**config.mk**
```make
export PLATFORM = sky130hd
export DESIGN_NAME = multi_cycle_adder_flat
export DESIGN_NICKNAME = d
export VERILOG_FILES = /design/src/rtl/multi_cycle_adder_if.sv /design/src/rtl/multi_cycle_adder.sv /design/src/flat_wrapper.sv
export SDC_FILE = /design/constraint.sdc
export NUM_CORES = 1
export LEC_CHECK = 0
export CAP_MARGIN = 20
export CORE_ASPECT_RATIO = 1.75
export CORE_UTILIZATION = 45
export DETAILED_ROUTE_END_ITERATION = 16
export GPL_ROUTABILITY_DRIVEN = 0
export PLACE_DENSITY = 0.71
export SYNTH_ARGS = -nofsm -noshare
export SYNTH_HDL_FRONTEND = slang
export SYNTH_SLANG_ARGS = --single-unit
```
**constraint.sdc**
```tcl
create_clock -name CLK -period 2.6 [get_ports CLK]
set_input_delay 0.52 -clock CLK [delete_from_list [all_inputs] [get_ports CLK]]
set_output_delay 0.52 -clock CLK [all_outputs]
set_load 0.05 [all_outputs]
```
**src/rtl/multi_cycle_adder_if.sv**
```systemverilog
// Operand/result bundle for multi_cycle_adder.
// Z and its modport entries exist only with MULTI_CYCLE_ADDER_ZERO_FLAG_EN.
interface multi_cycle_adder_if #(
  parameter int WIDTH = 32
);
  logic [WIDTH-1:0] A;
  logic [WIDTH-1:0] B;
  logic             C_IN;
  logic             SUB;
  logic             START;
  logic             BUSY;
  logic             DONE;
  logic [WIDTH-1:0] Y;
  logic             C_OUT;
  logic             V;
`ifdef MULTI_CYCLE_ADDER_ZERO_FLAG_EN
  logic             Z;

  modport master (
    output A, B, C_IN, SUB, START,
    input  BUSY, DONE, Y, C_OUT, V, Z
  );
  modport slave (
    input  A, B, C_IN, SUB, START,
    output BUSY, DONE, Y, C_OUT, V, Z
  );
`else
  modport master (
    output A, B, C_IN, SUB, START,
    input  BUSY, DONE, Y, C_OUT, V
  );
  modport slave (
    input  A, B, C_IN, SUB, START,
    output BUSY, DONE, Y, C_OUT, V
  );
`endif
endinterface

```
**src/rtl/multi_cycle_adder.sv**
```systemverilog
// Chunk-serial WIDTH-bit add/sub: one CHUNK-wide slice, registered carry.
// Optional zero flag Z with MULTI_CYCLE_ADDER_ZERO_FLAG_EN.
module multi_cycle_adder #(
  parameter int WIDTH = 32,
  parameter int CHUNK = 8
) (
  input logic           CLK,
  input logic           N_RST,
  multi_cycle_adder_if.slave bus
);
  localparam int NCHUNK = WIDTH / CHUNK;
  localparam int CW = (NCHUNK > 1) ? $clog2(NCHUNK) : 1;
  localparam logic [CW-1:0] LAST = CW'(NCHUNK - 1);

  typedef enum logic [1:0] {
    IDLE,
    RUN,
    FIN
  } state_t;

  state_t state_q, state_d;

  logic [WIDTH-1:0] opa_q, opb_q;
  logic [WIDTH-1:0] work_q, work_d;
  logic [WIDTH-1:0] y_q;
  logic [CW-1:0]    cnt_q;
  logic             carry_q;
  logic             c_out_q;
  logic             v_q;
  logic [CHUNK:0]   slice;
  logic             msb_cin;
  logic             v_d;
  logic             last;
  logic             accept;

  // Operands shift down so the slice always reads the low chunk;
  // results shift in from the top and land aligned after NCHUNK steps.
  always_comb begin
    slice = {1'b0, opa_q[CHUNK-1:0]}
          + {1'b0, opb_q[CHUNK-1:0]}
          + {{CHUNK{1'b0}}, carry_q};
    work_d = work_q >> CHUNK;
    work_d[WIDTH-1 -: CHUNK] = slice[CHUNK-1:0];
    msb_cin = slice[CHUNK-1]
            ^ opa_q[CHUNK-1]
            ^ opb_q[CHUNK-1];
    v_d  = msb_cin ^ slice[CHUNK];
    last = (cnt_q == LAST);
  end

  always_ff @(posedge CLK) begin
    if (!N_RST) begin
      state_q <= IDLE;
    end else begin
      state_q <= state_d;
    end
  end

  always_comb begin
    state_d = state_q;
    accept  = 1'b0;
    unique case (1'b1)
      (state_q == RUN): begin
        if (last) state_d = FIN;
      end
      default: begin
        if (bus.START) begin
          accept  = 1'b1;
          state_d = RUN;
        end else begin
          state_d = IDLE;
        end
      end
    endcase
  end

  always_ff @(posedge CLK) begin
    if (!N_RST) begin
      opa_q   <= '0;
      opb_q   <= '0;
      work_q  <= '0;
      y_q     <= '0;
      cnt_q   <= '0;
      carry_q <= 1'b0;
      c_out_q <= 1'b0;
      v_q     <= 1'b0;
    end else if (accept) begin
      opa_q   <= bus.A;
      opb_q   <= bus.SUB ? ~bus.B : bus.B;
      carry_q <= bus.C_IN;
      cnt_q   <= '0;
    end else if (state_q == RUN) begin
      opa_q   <= opa_q >> CHUNK;
      opb_q   <= opb_q >> CHUNK;
      carry_q <= slice[CHUNK];
      work_q  <= work_d;
      if (!last) cnt_q <= cnt_q + CW'(1);
      if (last) begin
        y_q     <= work_d;
        c_out_q <= slice[CHUNK];
        v_q     <= v_d;
      end
    end
  end

`ifdef MULTI_CYCLE_ADDER_ZERO_FLAG_EN
  logic zacc_q;
  logic zacc_d;
  logic z_q;

  // Running "all chunks so far were zero" flag.
  assign zacc_d = zacc_q & ~|slice[CHUNK-1:0];

  always_ff @(posedge CLK) begin
    if (!N_RST) begin
      zacc_q <= 1'b0;
      z_q    <= 1'b1;
    end else if (accept) begin
      zacc_q <= 1'b1;
    end else if (state_q == RUN) begin
      zacc_q <= zacc_d;
      if (last) z_q <= zacc_d;
    end
  end

  assign bus.Z = z_q;
`endif

  assign bus.BUSY  = (state_q == RUN);
  assign bus.DONE  = (state_q == FIN);
  assign bus.Y     = y_q;
  assign bus.C_OUT = c_out_q;
  assign bus.V     = v_q;
endmodule

```
**src/flat_wrapper.sv**
```systemverilog
// flat-port wrapper written by rule: the top's interface ports become plain ports
module multi_cycle_adder_flat 
#(
  parameter int WIDTH = 32,
  parameter int CHUNK = 8
)
  (CLK, N_RST, bus_A, bus_B, bus_C_IN, bus_SUB, bus_START, bus_BUSY, bus_DONE, bus_Y, bus_C_OUT, bus_V);
  multi_cycle_adder_if #(.WIDTH(WIDTH)) bus_i ();
  input logic CLK;
  input logic N_RST;
  input wire logic [$bits(bus_i.A)-1:0] bus_A;
  input wire logic [$bits(bus_i.B)-1:0] bus_B;
  input wire logic [$bits(bus_i.C_IN)-1:0] bus_C_IN;
  input wire logic [$bits(bus_i.SUB)-1:0] bus_SUB;
  input wire logic [$bits(bus_i.START)-1:0] bus_START;
  output wire logic [$bits(bus_i.BUSY)-1:0] bus_BUSY;
  output wire logic [$bits(bus_i.DONE)-1:0] bus_DONE;
  output wire logic [$bits(bus_i.Y)-1:0] bus_Y;
  output wire logic [$bits(bus_i.C_OUT)-1:0] bus_C_OUT;
  output wire logic [$bits(bus_i.V)-1:0] bus_V;
  assign bus_i.A = bus_A;
  assign bus_i.B = bus_B;
  assign bus_i.C_IN = bus_C_IN;
  assign bus_i.SUB = bus_SUB;
  assign bus_i.START = bus_START;
  assign bus_BUSY = bus_i.BUSY;
  assign bus_DONE = bus_i.DONE;
  assign bus_Y = bus_i.Y;
  assign bus_C_OUT = bus_i.C_OUT;
  assign bus_V = bus_i.V;
  multi_cycle_adder #(.WIDTH(WIDTH), .CHUNK(CHUNK)) u_core (.CLK(CLK), .N_RST(N_RST), .bus(bus_i));
endmodule
```
==> out/summary.txt, run 1 <==
Fin Clk Skew = 0.00747 ns
FP Rows = 53
CTS tree = yes
Unrepaired setup endpoints after global routing = false
GRT overflow = 0
HP Start = u_core.bus.Y[20]$_SDFFE_PN0P_
Share of cells above drive strength 1 = 6.98%
Post-synth cell types = 42
Post-layout util = 60.3%
Root Buffer Master = clkbuf_16
Port bufs = 104
CTS sink count = 127
Synth Flop Type = dfxtp_1
Largest net degree at the start of global routing = 75
Post-synth top area share = 46.2%
Area leader, netlist = dfxtp_1
Hold endpoint = u_core.bus.Y[20]$_SDFFE_PN0P_
Wire length per cell = 14.4 um
Clock share of power = 46.1%
GR peak layer = met2
TNS Setup = 0 ns
R2R cell count = 8
Vias in the first global route = 4526
R2R Setup Slk = 0.39 ns
First-pass GRT wire length = 21.1 mm
ANT cells = 0
Synthesis-stage register bit count = 127
Period utilization = 85.0%
Routed via count = 4689
Endpoints failing setup = 0
Finished Cell Area = 7200 um2
Commonest cells post-synth = dfxtp_1 (127), nand2_1 (105), nor2_1 (101), a21oi_1 (79), a211oi_1 (62)
Core area = 11900 um2
GR Util met3 = 5.22%
Setup Crit Path Kind = register to register
DR pass1 iterations = 4
Int Power = 0.00385 W
Die area = 12700 um2
Worst Path Arrival = 2.48 ns
Io pins = 105
Post-DP Area = 6620 um2
Worst EP required = 2.87 ns
Worst-skew pair later-pin latency = 0.41 ns
Number of DRC markers in iteration 0 = 252
Sequential area share after synthesis = 46.2%
Initial Utilization = 46.1%
Max-cap viol count = 0
Overall Global Routing Usage = 21.2%
Maximum fanout along the worst path = 3
Most common cell in the netlist = dfxtp_1
GRT met1 Usage = 22.5%
Die Y = 148 um
Total setup buffers inserted after CTS = 0
Worst relative slew slack = 52.5%
Final Net Count = 812
Slew Limit Fails = 0
Total CTS buffers = 17
Routed Wire Length = 12.7 mm
Gate power share = 12.2%
Post-route ant nets = 0
Reg2Reg Launch Point = u_core.carry_q$_SDFFE_PN0P_
EDFF count, synth = 0
Initial antenna violation count = 0
Leak pwr = 2.70 nW
M2 GR Usage = 40.1%
F_max = 452 MHz
DR DRC count = 0
Power per cell area = 702 nW/um2
Sw Share = 23.7%
Synth async-reset ratio = 0%
Status = completed
Vias per Instance = 5.32
Mapped Avg Cell Area = 8.46 um2
Switch Pwr = 0.00120 W
Syn Nets = 729
Period minus WS final = 2.21 ns
WHS Path Cells = 2
Transition time of the tightest slew-check pin = 0.713 ns
Synth top area cells = dfxtp_1 (46%), a211oi_1 (8.5%), a21oi_1 (7.2%)
VDD IR max = 501 uV
Max Buffers Root-to-Sink = 2
Post-DP HPWL = 9.02 mm
# resized after CTS = 0
CTS HTree Levels = 4
Reg clk slew, reported paths = 0.05 ns
Netlist Area Pre-Place = 5500 um2
Final Hold Viols = 0
Die width = 85.6 um
Setup crit start kind = register
CP endpoint kind = register
Fillers = 1089
Worst min path class = register to register
Register share of total power = 41.7%
Area grow syn2layout = 31.0%
# hold bufs at CTS = 0
Post-Syn Instances = 650
Synthesis Warnings = 0
Critical R2R Capture = u_core.bus.V$_SDFFE_PN0P_
[cell type report]
class                           instances  area, um2  area share [%]
Multi-Input combinational cell        464       2720            37.7
Sequential cell                       127       2540            35.3
Timing Repair Buffer                  115       1150            16.0
Clock buffer                           19        443            6.15
Tap cell                              137        171            2.38
Clock inverter                         12        143            1.98
Inverter                                8       32.5           0.452
[sequential cells by signal, indices dropped and copies added, names as in the netlist]
register and flops:
u_core.bus.C_OUT 1, u_core.carry_q 1, u_core.state_q 2, u_core.work_q 24
u_core.bus.V 1, u_core.opa_q 32, u_core.cnt_q 2, u_core.bus.Y 32
u_core.opb_q 32
[routing by layer]
metal / share of wire, % / up-vias
li1: - / 2390
met1: 39 / 2171
met2: 56 / 112
met3: 3.4 / 16
met4: 1.4 / 0
met5: 0 / -
[critical path, cell delays in order (launching register included)]
cell and delay, ns:
dfxtp_1 0.35, fa_1 0.22, inv_1 0.07, fa_1 0.42
nand2b_1 0.19, a211o_1 0.29, and3_1 0.18, o221ai_1 0.21
o311ai_2 0.14
[stage by stage]
step,power [W],hold WS [ns],worst slack (ns),std cells
final,0.00505,0.453,0.389,882
after CTS,0.00509,0.453,0.368,882
after global routing,0.00525,0.468,0.244,882
after detailed placement,0.00276,0.445,0.414,851
after floorplan,0.00254,0.432,0.593,650
after global placement,0.00274,0.440,0.499,851
[power groups by stage]
stage / logic [W] / clock network [W] / registers (W)
floorplan: 0.000409 / 0 / 0.00213
global placement: 0.000596 / 0 / 0.00214
detailed placement: 0.000611 / 0 / 0.00215
CTS: 0.000616 / 0.00237 / 0.00211
global route: 0.000681 / 0.00246 / 0.00212
finish: 0.000614 / 0.00233 / 0.00211
[cell families after synthesis]
kind of cell / share of synthesized area [%]
xor+xnor: 5.74
buf+inv: 4.32
mux: 5.64
simple gates: 15.8
compound gates: 19.7
flops: 46.2
fa+ha+maj: 2.55
[how the worst max path moves through the flow]
stage	startpoint	end	slack [ns]	cells past startpoint
6_report	u_core.carry_q$_SDFFE_PN0P_	u_core.bus.V$_SDFFE_PN0P_	0.39	8
4_1_cts	u_core.state_q[0]$_SDFFE_PN0N_	bus_DONE	0.37	2
3_3_place_gp	u_core.carry_q$_SDFFE_PN0P_	u_core.bus.V$_SDFFE_PN0P_	0.50	8
5_1_grt	u_core.carry_q$_SDFFE_PN0P_	u_core.bus.V$_SDFFE_PN0P_	0.24	8
3_5_place_dp	u_core.carry_q$_SDFFE_PN0P_	u_core.bus.V$_SDFFE_PN0P_	0.41	8
2_1_floorplan	u_core.opb_q[0]$_SDFFE_PN0P_	u_core.bus.V$_SDFFE_PN0P_	0.59	8
[cells in the final DEF (no fill, tap or decap), types with 2 or more instances in the layout]
| cell | netlist | layout |
|---|---|---|
| fa_1 | 2 | 2 |
| nor2b_1 | 3 | 3 |
| buf_12 | 0 | 3 |
| a21oi_1 | 79 | 79 |
| clkbuf_16 | 0 | 17 |
| clkinv_2 | 1 | 9 |
| dfxtp_1 | 127 | 127 |
| clkdlybuf4s50_1 | 0 | 101 |
| mux2i_1 | 31 | 31 |
| nand3_1 | 3 | 3 |
| nor3_1 | 2 | 2 |
| and2_1 | 2 | 2 |
| xnor2_1 | 36 | 36 |
| buf_4 | 1 | 10 |
| nand2_1 | 105 | 105 |
| inv_1 | 6 | 6 |
| o21ai_0 | 3 | 3 |
| a211o_1 | 2 | 2 |
| nand2b_1 | 2 | 2 |
| o211ai_1 | 2 | 2 |
| a211oi_1 | 62 | 62 |
| ha_1 | 8 | 8 |
| a21o_1 | 2 | 2 |
| o21a_1 | 3 | 3 |
| nor2_1 | 101 | 101 |
| bufinv_16 | 0 | 3 |
Note: power is estimated with default switching activity, not from simulation.
==> run 2: changes to the inputs <==
- CTS_CLUSTER_DIAMETER: unset -> 150
- HOLD_SLACK_MARGIN: unset -> 0.15
==> results of run 2 <==
No change in the layout: final DEF, timing and power equal those of run 1.
==> run 3: changes to the inputs <==
- CTS_CLUSTER_SIZE: unset -> 10
- GPL_TIMING_DRIVEN: unset -> 0
==> out/summary.txt, run 3 (synthesis results as in run 1) <==
Vias in the first global route = 4983 (+10%)
Setup Crit Path Kind = register to register
DR DRC count = 0 (unchanged)
Total CTS buffers = 17 (unchanged)
Endpoints failing setup = 0 (unchanged)
Setup crit start kind = register
Max-cap viol count = 0 (unchanged)
Leak pwr = 2.73 nW (+0.95%)
Post-route ant nets = 0 (unchanged)
CP dominant cell by count = fa_1
CP endpoint kind = register
Die Y = 148 um (unchanged)
Worst slack, placed = -0.190 ns (-0.605 ns)
Maximum fanout along the worst path = 3 (unchanged)
Final Total Pwr = 0.00536 W (+6.1%)
Port bufs = 101 (-2.9%)
TNS Setup = 0 ns (unchanged)
Power per cell area = 731 nW/um2 (+4.2%)
Worst relative slew slack = 53.5% (+1.0 points)
Post-DP HPWL = 11.1 mm (+23%)
Slowest stage cell, crit path = fa_1
DR pass1 iterations = 4 (unchanged)
CP max stage delay = 0.42 ns (about the same)
FP Rows = 53 (unchanged)
Worst min path class = register to register
Routed via count = 4967 (+5.9%)
Io pins = 105 (unchanged)
Post-DP Area = 6680 um2 (+0.98%)
Share of cells above drive strength 1 = 6.52% (-0.46 points)
Routed Wire Length = 14.8 mm (+17%)
Worst-path cell chain = fa_1, inv_1, fa_1, nand2b_1, a211o_1, and3_1, o221ai_1, o311ai_2
CTS sink count = 127 (unchanged)
ANT cells = 0 (unchanged)
Transition time of the tightest slew-check pin = 0.698 ns (-0.0150 ns)
Status = completed
Worst path bufs/invs = 1 (unchanged)
Initial antenna violation count = 0 (unchanged)
Die area = 12700 um2 (unchanged)
Finished Cell Area = 7330 um2 (+1.8%)
Root Buffer Master = clkbuf_16
Worst-skew pair later-pin latency = 0.42 ns (about the same)
Worst Slack Setup Final = 0.316 ns (-0.0733 ns)
Slew Limit Fails = 0 (unchanged)
Final Net Count = 848 (+4.4%)
Vias per Instance = 5.40 (+1.7%)
VDD IR max = 525 uV (+4.8%)
GRT overflow = 0 (unchanged)
Commonest non-fill, non-tap cells in the layout = dfxtp_1 (127), nand2_1 (105), nor2_1 (101)
CTS HTree Levels = 4 (unchanged)
Period minus WS final = 2.28 ns (+0.0733 ns)
# hold bufs at CTS = 0 (unchanged)
Core area = 11900 um2 (unchanged)
CTS tree = yes
Worst Path Arrival = 2.56 ns (+0.08 ns)
Period utilization = 87.9% (+2.8 points)
Initial Utilization = 46.1% (unchanged)
Largest net degree at the start of global routing = 17 (-77%)
Max Buffers Root-to-Sink = 2 (unchanged)
First-pass GRT wire length = 23.5 mm (+11%)
Worst EP required = 2.88 ns (about the same)
Final Hold Viols = 0 (unchanged)
Number of DRC markers in iteration 0 = 185 (-27%)
Fin Clk Skew = 0.0131 ns (+0.00563 ns)
Reg clk slew, reported paths = 0.06 ns (about the same)
Area grow syn2layout = 33.3%
F_max = 438 MHz (-3.2%)
Commonest non-fill, non-tap cell in the layout = dfxtp_1
Unrepaired setup endpoints after global routing = false
Overall Global Routing Usage = 24.0% (+2.8 points)
Wire length per cell = 16.1 um (+12%)
Die width = 85.6 um (unchanged)
Cell family with the largest share of critical-path delay = adder cells
run 3: cell count changes in the layout (fill, tap and decap cells not counted):
cell	before	now
clkbuf_1	1	34
buf_2	1	10
buf_4	10	1
buf_1	0	6
clkinv_2	9	3
buf_12	3	0
clkinvlp_4	0	3
bufinv_16	3	5
clkdlybuf4s15_2	0	1
clkdlybuf4s50_1	101	100
inv_2	0	1
inv_6	1	2
run 3: area by class of cell:
cell class                      instances  area (um2)
Clock inverter                         13         209
Inverter                                8        31.3
Tap cell                              137         171
Fill cell                            1043        4610
Buffer                                 50         204
Clock buffer                           19         443
Timing Repair Buffer                  101        1010
Multi-Input combinational cell        464        2720
Sequential cell                       127        2540
run 3: power breakdown:
part           total, W  internal, W  leakage [nW]  switching [W]
registers       0.00211      0.00204          1.04      0.0000693
clock network   0.00261      0.00173         0.310       0.000881
logic          0.000636     0.000289          1.38       0.000347
total           0.00536      0.00406          2.73        0.00130
run 3: worst paths after layout:
path	startpoint	end	slack, ns	cells past startpoint
setup / recovery	u_core.opb_q[0]$_SDFFE_PN0P_	u_core.bus.V$_SDFFE_PN0P_	0.32	8
hold / removal	u_core.bus.Y[6]$_SDFFE_PN0P_	u_core.bus.Y[6]$_SDFFE_PN0P_	0.45	2
setup reg to reg	u_core.opb_q[0]$_SDFFE_PN0P_	u_core.bus.V$_SDFFE_PN0P_	0.32	8
hold reg to reg	u_core.bus.Y[6]$_SDFFE_PN0P_	u_core.bus.Y[6]$_SDFFE_PN0P_	0.45	2
run 3: what timing repair did:
action | CTS | global route
buffers inserted | 0 | 0
resized for setup | 4 | 0
setup endpoints to repair | 1 | 0
run 3: tightest hold or removal path: stages (launching register included):
cell and delay [ns]:
dfxtp_1 0.31, nand2_1 0.05, a21oi_1 0.05
run 3: stage by stage:
stage,util (%),hold slack (ns),std cells
after detailed placement,56.0,0.446,888
after floorplan,-,0.432,650
after CTS,61.4,0.454,919
after global placement,56.0,0.443,888
after global routing,61.4,0.470,919
final,61.4,0.451,919
run 3: per-layer routing:
| metal | vias to the layer above | GRT usage (%) | wire, um |
|---|---|---|---|
| li1 | 2459 | - | - |
| met1 | 2326 | 24.4 | 5590 |
| met2 | 145 | 44.2 | 8050 |
| met3 | 37 | 4.77 | 492 |
| met4 | 0 | 14.9 | 654 |
| met5 | - | 0 | 0 |
